==> src/rtl/ufo_pkg.sv <==
// Shared constants, state encoding and bonus table for the mystery-ship (UFO) sprite controller.
package ufo_pkg;

   localparam int SCREEN_W = 640;
   localparam int UFO_W    = 16;
   localparam int UFO_Y    = 40;
   localparam int X_MAX    = SCREEN_W - UFO_W;

   localparam logic [15:0] LFSR_SEED = 16'hACE1;

   typedef enum logic [1:0] {
      ST_IDLE    = 2'd0,
      ST_FLY     = 2'd1,
      ST_EXPLODE = 2'd2
   } ufo_state_t;

   function automatic logic [6:0] bonus_for(input logic [1:0] sel);
      case (sel)
         2'd0:    bonus_for = 7'd5;
         2'd1:    bonus_for = 7'd10;
         2'd2:    bonus_for = 7'd15;
         default: bonus_for = 7'd30;
      endcase
   endfunction

endpackage

==> src/rtl/ufo_if.sv <==
// UFO stage signals: frame/done/collision in, sprite position, state flags and bonus out.
interface ufo_if;

   logic       frame;
   logic       done;
   logic       ufo_collision;
   logic       ufo_active;
   logic       ufo_exploding;
   logic       ufo_dir;
   logic [9:0] ufo_x;
   logic [9:0] ufo_y;
   logic       bonus_valid;
   logic [6:0] bonus_points;

   // The game side drives timing and collision; the UFO stage answers with sprite and score data.
   modport master (
      output frame, done, ufo_collision,
      input  ufo_active, ufo_exploding, ufo_dir, ufo_x, ufo_y, bonus_valid, bonus_points
   );

   modport slave (
      input  frame, done, ufo_collision,
      output ufo_active, ufo_exploding, ufo_dir, ufo_x, ufo_y, bonus_valid, bonus_points
   );

endinterface

==> src/rtl/ufo_lfsr.sv <==
// 16-bit Fibonacci LFSR (taps 16,14,13,11) that free-runs every clock; exposes its low byte.
module ufo_lfsr #(
   parameter logic [15:0] SEED = 16'hACE1
) (
   input  logic       clk,
   input  logic       rst,
   input  logic       arst,
   output logic [7:0] rnd
);

   logic [15:0] lfsr;
   logic        feedback;

   assign feedback = lfsr[0] ^ lfsr[2] ^ lfsr[3] ^ lfsr[5];
   assign rnd      = lfsr[7:0];

   // Keeps running while the game is frozen so spawn timing stays unpredictable.
   always_ff @(posedge clk or posedge rst) begin
      if (rst) begin
         lfsr <= SEED;
      end else if (arst) begin
         lfsr <= SEED;
      end else begin
         lfsr <= {feedback, lfsr[15:1]};
      end
   end

endmodule

==> src/rtl/ufo.sv <==
// Mystery-ship controller: random spawn delay, one crossing of the top row, hit -> explosion + bonus.
module ufo
   import ufo_pkg::*;
#(
   parameter int          SPEED          = 2,
   parameter int          SPAWN_MIN      = 600,
   parameter logic [7:0]  SPAWN_MASK     = 8'hFF,
   parameter int          EXPLODE_FRAMES = 30
) (
   input  logic clk,
   input  logic rst,
   input  logic arst,
   ufo_if.slave bus
);

   logic [7:0]  rnd;
   ufo_state_t  state;
   logic [15:0] spawn_cnt;
   logic [15:0] explode_cnt;
   logic [15:0] spawn_reload;
   logic [9:0]  x;
   logic [10:0] x_ext;
   logic        dir;
   logic        active;
   logic        exploding;
   logic        bonus_valid;
   logic [6:0]  bonus_points;
   logic        at_right_edge;
   logic        at_left_edge;

   ufo_lfsr #(.SEED(LFSR_SEED)) u_lfsr (
      .clk  (clk),
      .rst  (rst),
      .arst (arst),
      .rnd  (rnd)
   );

   assign spawn_reload  = 16'(SPAWN_MIN) + {8'd0, rnd & SPAWN_MASK};
   assign x_ext         = {1'b0, x};
   assign at_right_edge = (x_ext + 11'(SPEED)) > 11'(X_MAX);
   assign at_left_edge  = x_ext < 11'(SPEED);

   assign bus.ufo_active    = active;
   assign bus.ufo_exploding = exploding;
   assign bus.ufo_dir       = dir;
   assign bus.ufo_x         = x;
   assign bus.ufo_y         = 10'(UFO_Y);
   assign bus.bonus_valid   = bonus_valid;
   assign bus.bonus_points  = bonus_points;

   // One FSM owns state, counters and every output; a hit takes priority over a move on the same clock.
   always_ff @(posedge clk or posedge rst) begin
      if (rst) begin
         state        <= ST_IDLE;
         spawn_cnt    <= 16'(SPAWN_MIN);
         explode_cnt  <= '0;
         x            <= '0;
         dir          <= 1'b0;
         active       <= 1'b0;
         exploding    <= 1'b0;
         bonus_valid  <= 1'b0;
         bonus_points <= '0;
      end else if (arst) begin
         state        <= ST_IDLE;
         spawn_cnt    <= 16'(SPAWN_MIN);
         explode_cnt  <= '0;
         x            <= '0;
         dir          <= 1'b0;
         active       <= 1'b0;
         exploding    <= 1'b0;
         bonus_valid  <= 1'b0;
         bonus_points <= '0;
      end else begin
         bonus_valid <= 1'b0;
         if (!bus.done) begin
            case (state)
               ST_IDLE: begin
                  if (bus.frame) begin
                     spawn_cnt <= spawn_cnt - 16'd1;
                     if (spawn_cnt == 16'd1) begin
                        state  <= ST_FLY;
                        active <= 1'b1;
                        dir    <= rnd[0];
                        x      <= rnd[0] ? 10'(X_MAX) : 10'd0;
                     end
                  end
               end
               ST_FLY: begin
                  if (bus.ufo_collision) begin
                     state        <= ST_EXPLODE;
                     active       <= 1'b0;
                     exploding    <= 1'b1;
                     explode_cnt  <= 16'(EXPLODE_FRAMES);
                     bonus_valid  <= 1'b1;
                     bonus_points <= bonus_for(rnd[1:0]);
                  end else if (bus.frame) begin
                     if ((!dir && at_right_edge) || (dir && at_left_edge)) begin
                        state     <= ST_IDLE;
                        active    <= 1'b0;
                        spawn_cnt <= spawn_reload;
                     end else if (dir) begin
                        x <= x - 10'(SPEED);
                     end else begin
                        x <= x + 10'(SPEED);
                     end
                  end
               end
               ST_EXPLODE: begin
                  if (bus.frame) begin
                     explode_cnt <= explode_cnt - 16'd1;
                     if (explode_cnt == 16'd1) begin
                        state     <= ST_IDLE;
                        exploding <= 1'b0;
                        spawn_cnt <= spawn_reload;
                     end
                  end
               end
               default: begin
                  state     <= ST_IDLE;
                  active    <= 1'b0;
                  exploding <= 1'b0;
                  spawn_cnt <= spawn_reload;
               end
            endcase
         end
      end
   end

endmodule

==> src/flat_wrapper.sv <==
// flat-port wrapper written by rule: the top's interface ports become plain ports
module ufo_flat import ufo_pkg::*;
#(
   parameter int          SPEED          = 2,
   parameter int          SPAWN_MIN      = 600,
   parameter logic [7:0]  SPAWN_MASK     = 8'hFF,
   parameter int          EXPLODE_FRAMES = 30
)
  (clk, rst, arst, bus_frame, bus_done, bus_ufo_collision, bus_ufo_active, bus_ufo_exploding, bus_ufo_dir, bus_ufo_x, bus_ufo_y, bus_bonus_valid, bus_bonus_points);
  ufo_if bus_i ();
  input  logic clk;
  input  logic rst;
  input  logic arst;
  input wire logic [$bits(bus_i.frame)-1:0] bus_frame;
  input wire logic [$bits(bus_i.done)-1:0] bus_done;
  input wire logic [$bits(bus_i.ufo_collision)-1:0] bus_ufo_collision;
  output wire logic [$bits(bus_i.ufo_active)-1:0] bus_ufo_active;
  output wire logic [$bits(bus_i.ufo_exploding)-1:0] bus_ufo_exploding;
  output wire logic [$bits(bus_i.ufo_dir)-1:0] bus_ufo_dir;
  output wire logic [$bits(bus_i.ufo_x)-1:0] bus_ufo_x;
  output wire logic [$bits(bus_i.ufo_y)-1:0] bus_ufo_y;
  output wire logic [$bits(bus_i.bonus_valid)-1:0] bus_bonus_valid;
  output wire logic [$bits(bus_i.bonus_points)-1:0] bus_bonus_points;
  assign bus_i.frame = bus_frame;
  assign bus_i.done = bus_done;
  assign bus_i.ufo_collision = bus_ufo_collision;
  assign bus_ufo_active = bus_i.ufo_active;
  assign bus_ufo_exploding = bus_i.ufo_exploding;
  assign bus_ufo_dir = bus_i.ufo_dir;
  assign bus_ufo_x = bus_i.ufo_x;
  assign bus_ufo_y = bus_i.ufo_y;
  assign bus_bonus_valid = bus_i.bonus_valid;
  assign bus_bonus_points = bus_i.bonus_points;
  ufo #(.SPEED(SPEED), .SPAWN_MIN(SPAWN_MIN), .SPAWN_MASK(SPAWN_MASK), .EXPLODE_FRAMES(EXPLODE_FRAMES)) u_core (.clk(clk), .rst(rst), .arst(arst), .bus(bus_i));
endmodule
==> config.mk <==
export PLATFORM = sky130hd
export DESIGN_NAME = ufo_flat
export DESIGN_NICKNAME = d
export VERILOG_FILES = /design/src/rtl/ufo_pkg.sv /design/src/rtl/ufo_if.sv /design/src/rtl/ufo_lfsr.sv /design/src/rtl/ufo.sv /design/src/flat_wrapper.sv
export SDC_FILE = /design/constraint.sdc
export NUM_CORES = 1
export LEC_CHECK = 0
export CAP_MARGIN = 10
export CELL_PAD_IN_SITES_DETAIL_PLACEMENT = 1
export CELL_PAD_IN_SITES_GLOBAL_PLACEMENT = 1
export CORE_MARGIN = 1.5
export CORE_UTILIZATION = 45
export DETAILED_ROUTE_END_ITERATION = 10
export PLACE_DENSITY_LB_ADDON = 0.1
export SLEW_MARGIN = 20
export SYNTH_ARGS = -nofsm -noshare
export SYNTH_HDL_FRONTEND = slang
export SYNTH_SLANG_ARGS = --single-unit
==> constraint.sdc <==
create_clock -name clk -period 3.2 [get_ports clk]
set_input_delay 0.48 -clock clk [delete_from_list [all_inputs] [get_ports clk]]
set_output_delay 0.48 -clock clk [all_outputs]
set_load 0.02 [all_outputs]
==> impl_metrics.json <==
{
  "status": "finished, final reports clean",
  "worstPathMaxFanout": 10,
  "crit_type": "reg2reg",
  "cts-resized-gates": 0,
  "r2r_setup_slack_ns": 0.23,
  "crit_path_start_kind": "flip-flop",
  "worst-path-stages": 8,
  "synth_compound_area_share_pct": 23.3,
  "cp_top_family": "compound AO/OA/AOI/OAI gates",
  "routed_wl_um": 12100,
  "max-clock-path-buffers": 2,
  "r2r_cells": 8,
  "area_growth_pct": 12.5,
  "async_flop_share_pct": 100,
  "timing.critical_path.to": "u_core.spawn_cnt[14]",
  "synth_common_cells": "55 x dfrtp_1, 55 x nor2_1, 36 x nand2_1, 32 x a21oi_1, 20 x nor3_1",
  "max-slew-margin-rel_pct": 55.4,
  "boundaryPins": 37,
  "grt_pass1_vias": 3889,
  "num_vias": 3865,
  "cp-end-kind": "flip-flop",
  "fp.dieH_um": 101,
  "worstReg2RegStart": "u_core.bus.ufo_x[2]",
  "synth_top_cell_area_share_pct": 32.2,
  "placed_area_mm2": 0.00460,
  "cpPeakStageDelay_ns": 0.52,
  "routedWlPerCell_um": 18.9,
  "setup_violations": 0,
  "initialDrtViolationCount": 207,
  "worst_pin_slew_ns": 0.667,
  "startpoint": "u_core.bus.ufo_x[2]",
  "seq_area_mm2": 0.00169,
  "p_leak_nw": 1.94,
  "clock_skew_ns": 0.0121,
  "vias_per_cell": 6.02,
  "synth_cell_types": 75,
  "cp_cell_sequence": "ha_1 -> nand4_1 -> or3_1 -> a221oi_1 -> a22oi_1 -> buf_4 -> a21oi_1 -> a31oi_1",
  "cts_setup_buffers": 0,
  "drv_cap": 0,
  "fin_util_pct": 52.1,
  "antenna_cells": 0,
  "track_usage_pct": 25.9,
  "synth_simple_gate_area_share_pct": 23.5,
  "ys_warn_count": 0,
  "coreArea_mm2": 0.00924,
  "gp_congestion": 0.876,
  "synth_fa_ha_area_share_pct": 2.05,
  "port_buffers": 23,
  "syn_avg_cell_area_um2": 8.77,
  "rr_endpoint": "u_core.spawn_cnt[14]",
  "ant_nets": 0,
  "synthXorXnorAreaFrac_pct": 3.48,
  "ys_seq_area_share_pct": 39.5,
  "maxSlewViolCount": 0,
  "setup_slack_ns": 0.233,
  "stdcell_area_mm2": 0.00481,
  "clock-sinks": 67,
  "root_buffer": "clkbuf_8",
  "crit_buf_inv": 1,
  "max_freq_mhz": 337,
  "required_ns": 3.42,
  "fin_nets": 521,
  "netlist_top_cells_area": "dfrtp_1 32%, dfstp_2 7.4%, nor2_1 4.8%, a21oi_1 3.7%, nand2_1 3.2%",
  "synthMuxAreaShare_pct": 0.468,
  "multi_input_area_mm2": 0.00231,
  "final_hold_viol_count": 0,
  "clkLatencyLatePin_ns": 0.36,
  "place_ws_ns": 0.323,
  "dpl.cell_count": 626,
  "fillers": 1090,
  "clk_pin_slew_ns": 0.09,
  "synth_cells": 488,
  "rsz0062_at_grt": "false",
  "tns_ns": 0,
  "grt-ovfl-total": 0,
  "synth_top_family_by_area": "simple AND/OR/NAND/NOR gates",
  "slowest_stage": "dfrtp_1",
  "die_w_um": 101,
  "dieArea_mm2": 0.0101,
  "drc_errors": 0,
  "peakVddDrop_uv": 213,
  "antenna_found_initial": 0,
  "finalCriticalPeriod_ns": 2.97,
  "arrival_ns": 3.19,
  "initial_core_util_pct": 46.3,
  "dr.pass1.iters": 5,
  "cts_made_buffers": 9,
  "dp_hpwl_um": 8700,
  "synth-edff-count": 0,
  "synth_seq_cells": 67,
  "stdcell_count": 642,
  "grt_start_max_net_pins": 39,
  "syn_area_mm2": 0.00428,
  "synthFlopType": "dfrtp_1",
  "grt_pass1_wl_um": 20500,
  "h-tree-depth": 3,
  "synth_top_cell_by_area": "dfrtp_1",
  "ctsHoldBuffers": 0,
  "drive_above_1_share_pct": 13.1,
  "period_share_pct": 92.7,
  "num_rows": 35,
  "cts_tree": "done",
  "power.density_mw_per_mm2": 419,
  "hold_path.class": "reg2reg"
}
[worst reg2reg max path, stage by stage (launching register included)]
cell and delay (ns):
dfrtp_1 0.52, ha_1 0.36, nand4_1 0.16, or3_1 0.41
a221oi_1 0.36, a22oi_1 0.24, buf_4 0.26, a21oi_1 0.37
a31oi_1 0.15
[cell families (layout without fill, tap and decap cells)]
| family | after synthesis | in the layout |
|---|---|---|
| simple gates | 195 | 195 |
| fa+ha+maj | 7 | 7 |
| other cells | 2 | 13 |
| mux | 2 | 2 |
| xor+xnor | 17 | 17 |
| flops | 67 | 67 |
| compound gates | 137 | 137 |
| buf+inv | 61 | 75 |
[stage by stage]
stage / hold slack [ns] / power (mW)
6_report: 0.448 / 2.01
4_1_cts: 0.457 / 2.03
5_1_grt: 0.473 / 2.10
3_3_place_gp: 0.419 / 1.24
3_5_place_dp: 0.436 / 1.25
2_1_floorplan: 0.410 / 1.17
[layout make-up]
class,instances,share of cell area (%)
multi-input combinational,371,48.0
sequential,67,35.2
timing repair buffer,40,7.70
tap,129,3.36
clock buffer,10,2.86
clock inverter,6,1.48
inverter,19,1.48
[sequential cells by signal (all words and copies together), names as in the netlist]
signal and flops:
u_core.bus.ufo_exploding 1, u_core.state 2, u_core.bus.ufo_dir 1, u_core.spawn_cnt 16, u_core.bus.bonus_valid 1, u_core.u_lfsr.lfsr 16, u_core.bus.ufo_x 9, u_core.bus.bonus_points 4
u_core.bus.ufo_active 1, u_core.explode_cnt 16
[layer usage]
metal / up-vias / share of wire (%) / global-route usage (%)
met4: 0 / 1.3 / 7.58
li1: 1816 / - / -
met1: 1938 / 45 / 36.1
met3: 14 / 4.8 / 3.61
met5: - / 0 / 0
met2: 97 / 49 / 42.0
[cells in the final DEF (no fill, tap or decap), drive strengths merged, types with 7 or more instances in the layout]
cell	Yosys	layout
a21oi	32	32
a31oi	12	12
buf	23	17
clkbuf	19	10
clkdlybuf4s50	0	23
conb	2	13
dfrtp	55	55
dfstp	12	12
ha	7	7
inv	19	22
nand2	36	36
nand3	15	15
nor2	55	55
nor2b	7	7
nor3	20	20
nor4	10	10
o21ai	19	19
o31a	7	7
o31ai	7	7
or2	13	13
or3	7	7
xnor2	10	10
xor2	7	7
[power by group]
| group | internal [mW] | total (mW) | switching (mW) |
|---|---|---|---|
| Combinational | 0.112 | 0.285 | 0.173 |
| Clock | 0.390 | 0.777 | 0.387 |
| Sequential | 0.896 | 0.953 | 0.0567 |
[how the worst min path moves through the flow]
stage                             endpoint  slack (ns)  cells after the start                    from
global route        u_core.u_lfsr.lfsr[11]        0.47                      1  u_core.u_lfsr.lfsr[12]
global placement    u_core.u_lfsr.lfsr[11]        0.42                      1  u_core.u_lfsr.lfsr[12]
finish              u_core.u_lfsr.lfsr[11]        0.45                      1  u_core.u_lfsr.lfsr[12]
detailed placement  u_core.u_lfsr.lfsr[13]        0.44                      1  u_core.u_lfsr.lfsr[14]
CTS                 u_core.u_lfsr.lfsr[11]        0.46                      1  u_core.u_lfsr.lfsr[12]
floorplan           u_core.u_lfsr.lfsr[11]        0.41                      1  u_core.u_lfsr.lfsr[12]
No activity file was read; power rests on OpenSTA's default activity.
